File: src/rtl/seg7_scan_driver.sv
// Time-multiplexed seven-segment driver: scans a shadow bank of 4-bit codes onto one
// shared active-low segment bus, with a blank cycle between digit slots.
module seg7_scan_driver #(
  parameter int NUM_DIGITS = 4,
  parameter int SCAN_DIV   = 50000
) (
  input  logic                    clk,
  input  logic                    rst_n,
  input  logic [4*NUM_DIGITS-1:0] data,
  input  logic [NUM_DIGITS-1:0]   dp,
  input  logic                    load,
  input  logic                    hex_en,
  input  logic                    lz_en,
  output logic [6:0]              seg_n,
  output logic                    dp_n,
  output logic [NUM_DIGITS-1:0]   an_n,
  output logic                    frame_start
);

  localparam int PW = (SCAN_DIV > 1) ? $clog2(SCAN_DIV) : 1;
  localparam int IW = (NUM_DIGITS > 1) ? $clog2(NUM_DIGITS) : 1;
  localparam logic [PW-1:0] PLAST = PW'(SCAN_DIV - 1);
  localparam logic [IW-1:0] ILAST = IW'(NUM_DIGITS - 1);

  logic [PW-1:0]           pcnt;
  logic [IW-1:0]           idx;
  logic [4*NUM_DIGITS-1:0] sh_data;
  logic [NUM_DIGITS-1:0]   sh_dp;

  logic [3:0]              cur_code;
  logic [NUM_DIGITS-1:0]   dp_vec;
  logic                    cur_dp;
  logic                    upper_zero;
  logic                    lz_blank;

  function automatic logic [6:0] decode(input logic [3:0] code, input logic hex);
    logic [6:0] s;
    s = 7'b1111111;
    case (code)
      4'h0: s = 7'b1000000;
      4'h1: s = 7'b1111001;
      4'h2: s = 7'b0100100;
      4'h3: s = 7'b0110000;
      4'h4: s = 7'b0011001;
      4'h5: s = 7'b0010010;
      4'h6: s = 7'b0000010;
      4'h7: s = 7'b1111000;
      4'h8: s = 7'b0000000;
      4'h9: s = 7'b0011000;
      4'hA: s = hex ? 7'b0001000 : 7'b1111111;
      4'hB: s = hex ? 7'b0000011 : 7'b1111111;
      4'hC: s = hex ? 7'b1000110 : 7'b1111111;
      4'hD: s = hex ? 7'b0100001 : 7'b1111111;
      4'hE: s = hex ? 7'b0000110 : 7'b1111111;
      4'hF: s = hex ? 7'b0001110 : 7'b1111111;
      default: s = 7'b1111111;
    endcase
    return s;
  endfunction

  always_comb begin
    cur_code = 4'(sh_data >> {idx, 2'b00});
    dp_vec   = sh_dp >> idx;
    cur_dp   = dp_vec[0];
  end

  // Walk from the most significant digit down; a digit is a leading zero when it and
  // everything above it is zero. Digit 0 always stays visible.
  always_comb begin
    upper_zero = 1'b1;
    lz_blank   = 1'b0;
    for (int i = NUM_DIGITS - 1; i >= 0; i--) begin
      upper_zero = upper_zero & (sh_data[i*4 +: 4] == 4'd0);
      if (i == int'(idx) && i != 0) lz_blank = upper_zero;
    end
  end

  always_ff @(posedge clk or negedge rst_n) begin
    if (!rst_n) begin
      pcnt        <= '0;
      idx         <= '0;
      sh_data     <= '0;
      sh_dp       <= '0;
      seg_n       <= 7'b1111111;
      dp_n        <= 1'b1;
      an_n        <= '1;
      frame_start <= 1'b0;
    end else begin
      if (load) begin
        sh_data <= data;
        sh_dp   <= dp;
      end
      pcnt        <= (pcnt == PLAST) ? '0 : pcnt + PW'(1);
      frame_start <= 1'b0;
      if (pcnt == PLAST) begin
        idx   <= (idx == ILAST) ? '0 : idx + IW'(1);
        an_n  <= '1;
        seg_n <= 7'b1111111;
        dp_n  <= 1'b1;
      end else if (pcnt == '0) begin
        an_n        <= ~(NUM_DIGITS'(1) << idx);
        seg_n       <= (lz_en && lz_blank) ? 7'b1111111 : decode(cur_code, hex_en);
        dp_n        <= ~cur_dp;
        frame_start <= (idx == '0);
      end
    end
  end

endmodule

File: config.mk
export PLATFORM = sky130hd
export DESIGN_NAME = seg7_scan_driver
export DESIGN_NICKNAME = d
export VERILOG_FILES = /design/src/rtl/seg7_scan_driver.sv
export SDC_FILE = /design/constraint.sdc
export NUM_CORES = 1
export LEC_CHECK = 0
export CAP_MARGIN = 10
export CORE_ASPECT_RATIO = 1.2
export CORE_MARGIN = 5
export CORE_UTILIZATION = 35
export DETAILED_ROUTE_END_ITERATION = 7
export PLACE_DENSITY = 0.7
export SLEW_MARGIN = 20
export SYNTH_ARGS = -nofsm -noshare
export SYNTH_HDL_FRONTEND = slang
export SYNTH_SLANG_ARGS = --single-unit
File: constraint.sdc
create_clock -name clk -period 1.9 [get_ports clk]
set_input_delay 0.285 -clock clk [delete_from_list [all_inputs] [get_ports clk]]
set_output_delay 0.285 -clock clk [all_outputs]
set_load 0.005 [all_outputs]
==> results of run 1 <==
where the power goes:
group / internal [mW] / switching [mW] / total (mW)
sequential: 1.16 / 0.0393 / 1.20
clock: 0.427 / 0.363 / 0.789
combinational: 0.189 / 0.137 / 0.326
metal layers:
| layer | global-route usage | part of all wire | vias up |
|---|---|---|---|
| li1 | - | - | 912 |
| met1 | 0.153 | 0.42 | 936 |
| met3 | 0.0238 | 0.047 | 11 |
| met4 | 0.0508 | 0.017 | 0 |
| met5 | 0 | 0 | - |
| met2 | 0.215 | 0.51 | 44 |
worst max-delay path, stage by stage (launching register included):
cell	delay [ns]
sky130_fd_sc_hd__dfrtp_2	0.45
sky130_fd_sc_hd__mux4_2	0.62
sky130_fd_sc_hd__nor2b_1	0.19
sky130_fd_sc_hd__o22ai_1	0.11
sky130_fd_sc_hd__a211o_1	0.29
sky130_fd_sc_hd__a21oi_2	0.13
layout make-up:
cell class	count	area, um^2	area share
flip-flops and latches	51	1290	0.397
clock buffers	6	82.6	0.0253
clock inverters	2	35.0	0.0107
inverters	7	26.3	0.00806
multi-input cells	162	1210	0.370
well taps	90	113	0.0345
repair buffers	55	504	0.155
final timing paths:
check	startpoint	end
worst min register to register	pcnt[13]	pcnt[13]
min in group clk	pcnt[13]	pcnt[13]
worst max register to register	idx[0]	seg_n[5]
max in group asynchronous	rst_n	idx[0]
worst max-delay path	idx[0]	seg_n[5]
worst min-delay path	rst_n	pcnt[14]
layout by cell type, fill, tap and decap left out, types with 2 or more instances in the layout:
cell type	instances
sky130_fd_sc_hd__o21ai_0	2
sky130_fd_sc_hd__nand3_1	11
sky130_fd_sc_hd__buf_4	17
sky130_fd_sc_hd__nor2b_1	2
sky130_fd_sc_hd__nor3b_2	2
sky130_fd_sc_hd__nor3_1	9
sky130_fd_sc_hd__ha_1	5
sky130_fd_sc_hd__dfrtp_1	37
sky130_fd_sc_hd__nand4_1	3
sky130_fd_sc_hd__o211ai_1	2
sky130_fd_sc_hd__mux2_2	20
sky130_fd_sc_hd__o21ai_1	2
sky130_fd_sc_hd__nor4_1	5
sky130_fd_sc_hd__nand2_1	15
sky130_fd_sc_hd__nor2b_2	2
sky130_fd_sc_hd__xnor2_1	5
sky130_fd_sc_hd__a21oi_2	2
sky130_fd_sc_hd__nor2_2	2
sky130_fd_sc_hd__dfrtp_2	2
sky130_fd_sc_hd__a31oi_1	4
sky130_fd_sc_hd__a21oi_1	9
sky130_fd_sc_hd__mux4_2	4
sky130_fd_sc_hd__clkbuf_8	6
sky130_fd_sc_hd__nor3b_1	2
sky130_fd_sc_hd__inv_1	7
sky130_fd_sc_hd__dfstp_2	12
sky130_fd_sc_hd__clkdlybuf4s50_1	36
sky130_fd_sc_hd__xor2_1	9
sky130_fd_sc_hd__nor2_1	28
sequential cells by signal, summed over array words and instances, names as in the netlist:
name         cells
seg_n            7
an_n             4
frame_start      1
pcnt            16
sh_dp            4
sh_data         16
dp_n             1
idx              2
logic make-up after synthesis:
group,count (synthesis),share of synthesized area
XOR/XNOR,14,0.0482
AO/OA/AOI/OAI,28,0.0733
AND/OR/NAND/NOR,89,0.173
multiplexers,25,0.134
adder cells (fa/ha/maj),6,0.0295
flip-flops,51,0.508
buffers and inverters,15,0.0335
through the flow:
stage / power (mW) / hold slack (ns) / instance area, um^2 / instances / utilization
floorplan: 1.38 / -0.0106 / 2540 / 228 / -
global placement: 1.52 / 0.433 / 3070 / 361 / 0.427
detailed placement: 1.53 / 0.437 / 3070 / 361 / 0.427
CTS: 2.31 / 0.105 / 3190 / 369 / 0.443
global route: 2.41 / 0.140 / 3260 / 373 / 0.454
finish: 2.31 / 0.0733 / 3260 / 373 / 0.454
timing repair:
| item | 4_1_cts | 5_1_grt |
|---|---|---|
| buffers inserted | 0 | 4 |
| setup endpoints to repair | 6 | 8 |
| pin swaps | 0 | 1 |
| gates resized for setup | 1 | 10 |
==> results_dict.tcl, run 1 <==
set metrics [dict create \
    finalWirelength_mm 5.27 \
    syn-num-nets 259 \
    global_route.usage.total 0.125 \
    outcome "completed" \
    critical_path_maximum_fanout 9 \
    route.detailed.wl_per_inst_um 14.1 \
    clk_pin_slew_worst_paths_ns 0.10 \
    ir_drop_v 0.000502 \
    tritoncts_num_sinks 51 \
    fp.dieArea_um2 9080 \
    grt_pass1_vias 1901 \
    finClkSkew_ns 0.00757 \
    timing.final.setup_violations 0 \
    max_slew.worst_pin.slew_ns 0.618 \
    holdCritPathClass "input pin to async pin" \
    synth.distinct_cells 43 \
    areaGrowthSynthToFinish_pct 28.2 \
    cts_tree "yes" \
    synth_area_per_cell_um2 11.2 \
    yosys-top-cells-count "39 x sky130_fd_sc_hd__dfrtp_1, 29 x sky130_fd_sc_hd__nor2_1, 20 x sky130_fd_sc_hd__mux2_2" \
    die_w_um 87.8 \
    cp_data_required_time_ns 2.15 \
    synthMostInstantiatedCell "sky130_fd_sc_hd__dfrtp_1" \
    drive_gt1_frac 0.279 \
    h-tree-depth 2 \
    rsz_0062_raised_after_global_routing "yes" \
    synth.largest_area_cell "sky130_fd_sc_hd__dfrtp_1" \
    fin_nets 313 \
    fp-row-count 34 \
    pwr_density_cell_nw_per_um2 709 \
    synth_cells 228 \
    floorplan.initialDensity 0.354 \
    detailedPlacementHpwl_mm 3.83 \
    async_flop_share 1.00 \
    fmax_ghz 0.543 \
    io_buf_count 37 \
    syn-cell-area_um2 2540 \
    cts.path.max_buffers 2 \
    filler_cell_count 680 \
    first_iter_violations 106 \
    cts_inserted_buffers 5 \
    worst-endpoint-arrival_ns 2.09 \
    antenna_violations_before_repair 0 \
    maxCapViolations 0 \
    slew_headroom 0.588 \
    synth-edff-count 0 \
    ios 38 \
    synth.top_cell.area_share 0.384 \
    synth.top_cells.by_area "sky130_fd_sc_hd__dfrtp_1 38%, sky130_fd_sc_hd__dfstp_2 12%, sky130_fd_sc_hd__mux2_2 8.9%" \
    leakagePower_nw 1.33 \
    finalMaxSlewViolations 0 \
    timing.final.hold_violations 0 \
    r2r.worst_path.cells 5 \
    drt-pass1-iter-count 4 \
    setup.worst_path.end_class "flip-flop" \
    floorplan.core_area_um2 7190 \
    timing.setup.critical_path_class "flip-flop to flip-flop" \
    route.detailed.drc 0 \
    worst_setup_path_start_kind "flip-flop" \
    finalCriticalPeriod_ns 1.84 \
    synth_flop_cell "sky130_fd_sc_hd__dfrtp_1" \
    grt_start_max_net_pins 52 \
    vias 1903 \
    clock_insertion_delay_worst_skew_ns 0.31 \
    r2r_slack_ns 0.06 \
    dp_slack_ns -0.0219 \
    avg_vias_per_cell 5.10 \
    die_height_um 103 \
    totalNegativeSetupSlack_ns 0 \
    detail-route-antenna-nets 0 \
    synth_seq_cells 51 \
    yosysWarnings 0 \
    cts.hold.buffers_added 0 \
    synth-seq-area-share 0.508 \
    grt_pass1_wl_mm 8.94 \
    gp_routability_congestion 0.839 \
    grt_remaining_overflow 0 \
    finalWorstSetupSlack_ns 0.0575 \
    cts-root-buf "sky130_fd_sc_hd__clkbuf_8" \
    n_antenna_cell 0 \
    finalCritPeriodShare 0.970 \
]
Note: power is estimated with default switching activity, not from simulation.
==> run 2: changes to the inputs <==
--- a/config.mk
+++ b/config.mk
@@ -9,8 +9,10 @@
 export CORE_ASPECT_RATIO = 1.2
 export CORE_MARGIN = 5
 export CORE_UTILIZATION = 35
+export CTS_BUF_LIST = sky130_fd_sc_hd__clkbuf_8
 export DETAILED_ROUTE_END_ITERATION = 7
 export PLACE_DENSITY = 0.7
+export REMOVE_ABC_BUFFERS = 1
 export SLEW_MARGIN = 20
 export SYNTH_ARGS = -nofsm -noshare
 export SYNTH_HDL_FRONTEND = slang
==> run 2 against run 1 <==
Compared with the run above: sequential cell count stayed put; first-iteration DRC count down 38%; cell area grew 0.88%; non-clock buffer count rose by 1; count of clock-buffer cells in the layout unchanged; routed wire length decreased by 0.11%; utilization increased by 0.40 points; via count is 1.9% lower; sequential power hardly changed; clock skew decreased by 0.0016 ns; critical path type unchanged; highest routed layer unchanged.
==> results_dict.tcl, run 2 (synthesis results as in run 1) <==
set metrics [dict create \
    die_w_um 87.8 \
    biggestRegsByFlops "pcnt x16, sh_data x16, seg_n x7" \
    worst-endpoint-arrival_ns 2.13 \
    route.detailed.drc 0 \
    critical_path_maximum_fanout 10 \
    slowest_stage "sky130_fd_sc_hd__mux4_2" \
    die_height_um 103 \
    pwr_density_cell_nw_per_um2 658 \
    cts_inserted_buffers 5 \
    filler_cell_count 642 \
    leakagePower_nw 1.34 \
    tritoncts_num_sinks 51 \
    finalWirelength_mm 5.26 \
    grt_remaining_overflow 0 \
    maxCapViolations 0 \
    grt_pass1_wl_mm 9.02 \
    n_antenna_cell 0 \
    global_route.usage.total 0.125 \
    most_used_cells_in_the_layout_excluding_fill_and_tap_cells "37 x sky130_fd_sc_hd__dfrtp_1, 36 x sky130_fd_sc_hd__clkdlybuf4s50_1, 27 x sky130_fd_sc_hd__nor2_1" \
    power_mw 2.17 \
    grt_pass1_vias 1894 \
    setup.worst_path.end_class "flip-flop" \
    rsz_0062_raised_after_global_routing "yes" \
    dpl_cell_area_um2 3090 \
    cts.path.max_buffers 2 \
    critical_path.top_delay_family "multiplexers" \
    gp_routability_congestion 0.853 \
    timing.final.setup_violations 0 \
    slew_headroom 0.581 \
    fin_nets 314 \
    holdCritPathClass "input pin to async pin" \
    timing.final.hold_violations 0 \
    drt-pass1-iter-count 6 \
    fp-row-count 34 \
    stdcell_area_um2 3290 \
    r2r_slack_ns 0.02 \
    avg_vias_per_cell 4.99 \
    areaGrowthSynthToFinish_pct 29.4 \
    worst_setup_path_start_kind "flip-flop" \
    r2r_end "seg_n[3]" \
    holdWs_ns 0.0720 \
    first_iter_violations 66 \
    ir_drop_v 0.000377 \
    finalMaxSlewViolations 0 \
    cts-root-buf "sky130_fd_sc_hd__clkbuf_8" \
    finalCritPeriodShare 0.991 \
    max_slew.worst_pin.slew_ns 0.629 \
    h-tree-depth 2 \
    cp_data_required_time_ns 2.14 \
    fp.dieArea_um2 9080 \
    outcome "completed" \
    timing.critical_path.buf_inv 1 \
    clk_pin_slew_worst_paths_ns 0.09 \
    critPathMaxStageDelay_ns 0.64 \
    timing.setup.critical_path_class "flip-flop to flip-flop" \
    grt_start_max_net_pins 52 \
    path_cells "mux4_2 -> buf_4 -> nor2_2 -> nand2_1 -> a31o_1 -> a21oi_2" \
    most_common_library_cell_in_the_layout_ignoring_fill_and_taps "sky130_fd_sc_hd__dfrtp_1" \
    cts_tree "yes" \
    ios 38 \
    detail-route-antenna-nets 0 \
    io_buf_count 37 \
    vias 1866 \
    floorplan.initialDensity 0.354 \
    finClkSkew_ns 0.00602 \
    drive_gt1_frac 0.296 \
    route.detailed.wl_per_inst_um 14.1 \
    finalCriticalPeriod_ns 1.88 \
    antenna_violations_before_repair 0 \
    fmax_ghz 0.531 \
    detailedPlacementHpwl_mm 3.87 \
    clock_insertion_delay_worst_skew_ns 0.30 \
    r2r.worst_path.cells 6 \
    cts.hold.buffers_added 0 \
    regToRegStartpoint "idx[0]" \
    floorplan.core_area_um2 7190 \
]
## run 2: how the worst max path moves through the flow
stage / startpoint / end / cells past startpoint
after floorplan: idx[0] / seg_n[6] / 4
after global placement: idx[0] / seg_n[1] / 5
after detailed placement: idx[0] / seg_n[6] / 4
after CTS: idx[0] / seg_n[1] / 5
after global routing: idx[0] / seg_n[3] / 6
final: idx[0] / seg_n[3] / 6
## run 2: final cells by class
class                           count  area, um^2  area share
Clock buffer                        6        82.6      0.0251
Clock inverter                      2        8.76     0.00266
Inverter                            7        26.3     0.00799
Multi-Input combinational cell    162        1240       0.376
Sequential cell                    51        1290       0.393
Tap cell                           90         113      0.0342
Timing Repair Buffer               56         528       0.161
## run 2: repair_timing
| action | CTS | global route |
|---|---|---|
| setup endpoints to repair | 6 | 11 |
| resized for setup | 2 | 17 |
| buffers inserted | 0 | 4 |
| pin swaps | 0 | 5 |
## run 2: per-stage QoR
stage | utilization | worst slack (ns) | TNS [ns] | instances
after floorplan | - | -0.0976 | -0.318 | 220
after global placement | 0.430 | 0.00552 | 0 | 363
after detailed placement | 0.430 | -0.0373 | -0.0696 | 363
after CTS | 0.445 | 0.0168 | 0 | 371
after global routing | 0.458 | -0.0685 | -0.291 | 374
final | 0.458 | 0.0178 | 0 | 374
## run 2: power breakdown
part           leakage (nW)  internal [mW]  switching, mW
sequential            0.607           1.16         0.0396
combinational         0.681          0.194          0.141
clock                0.0524          0.289          0.346
total                  1.34           1.64          0.526
## run 2: routing by layer
metal | track usage | up-vias | wire length [um]
li1 | - | 905 | -
met1 | 0.160 | 904 | 2330
met2 | 0.206 | 46 | 2580
met3 | 0.0301 | 11 | 240
met4 | 0.0437 | 0 | 114
met5 | 0 | - | 0
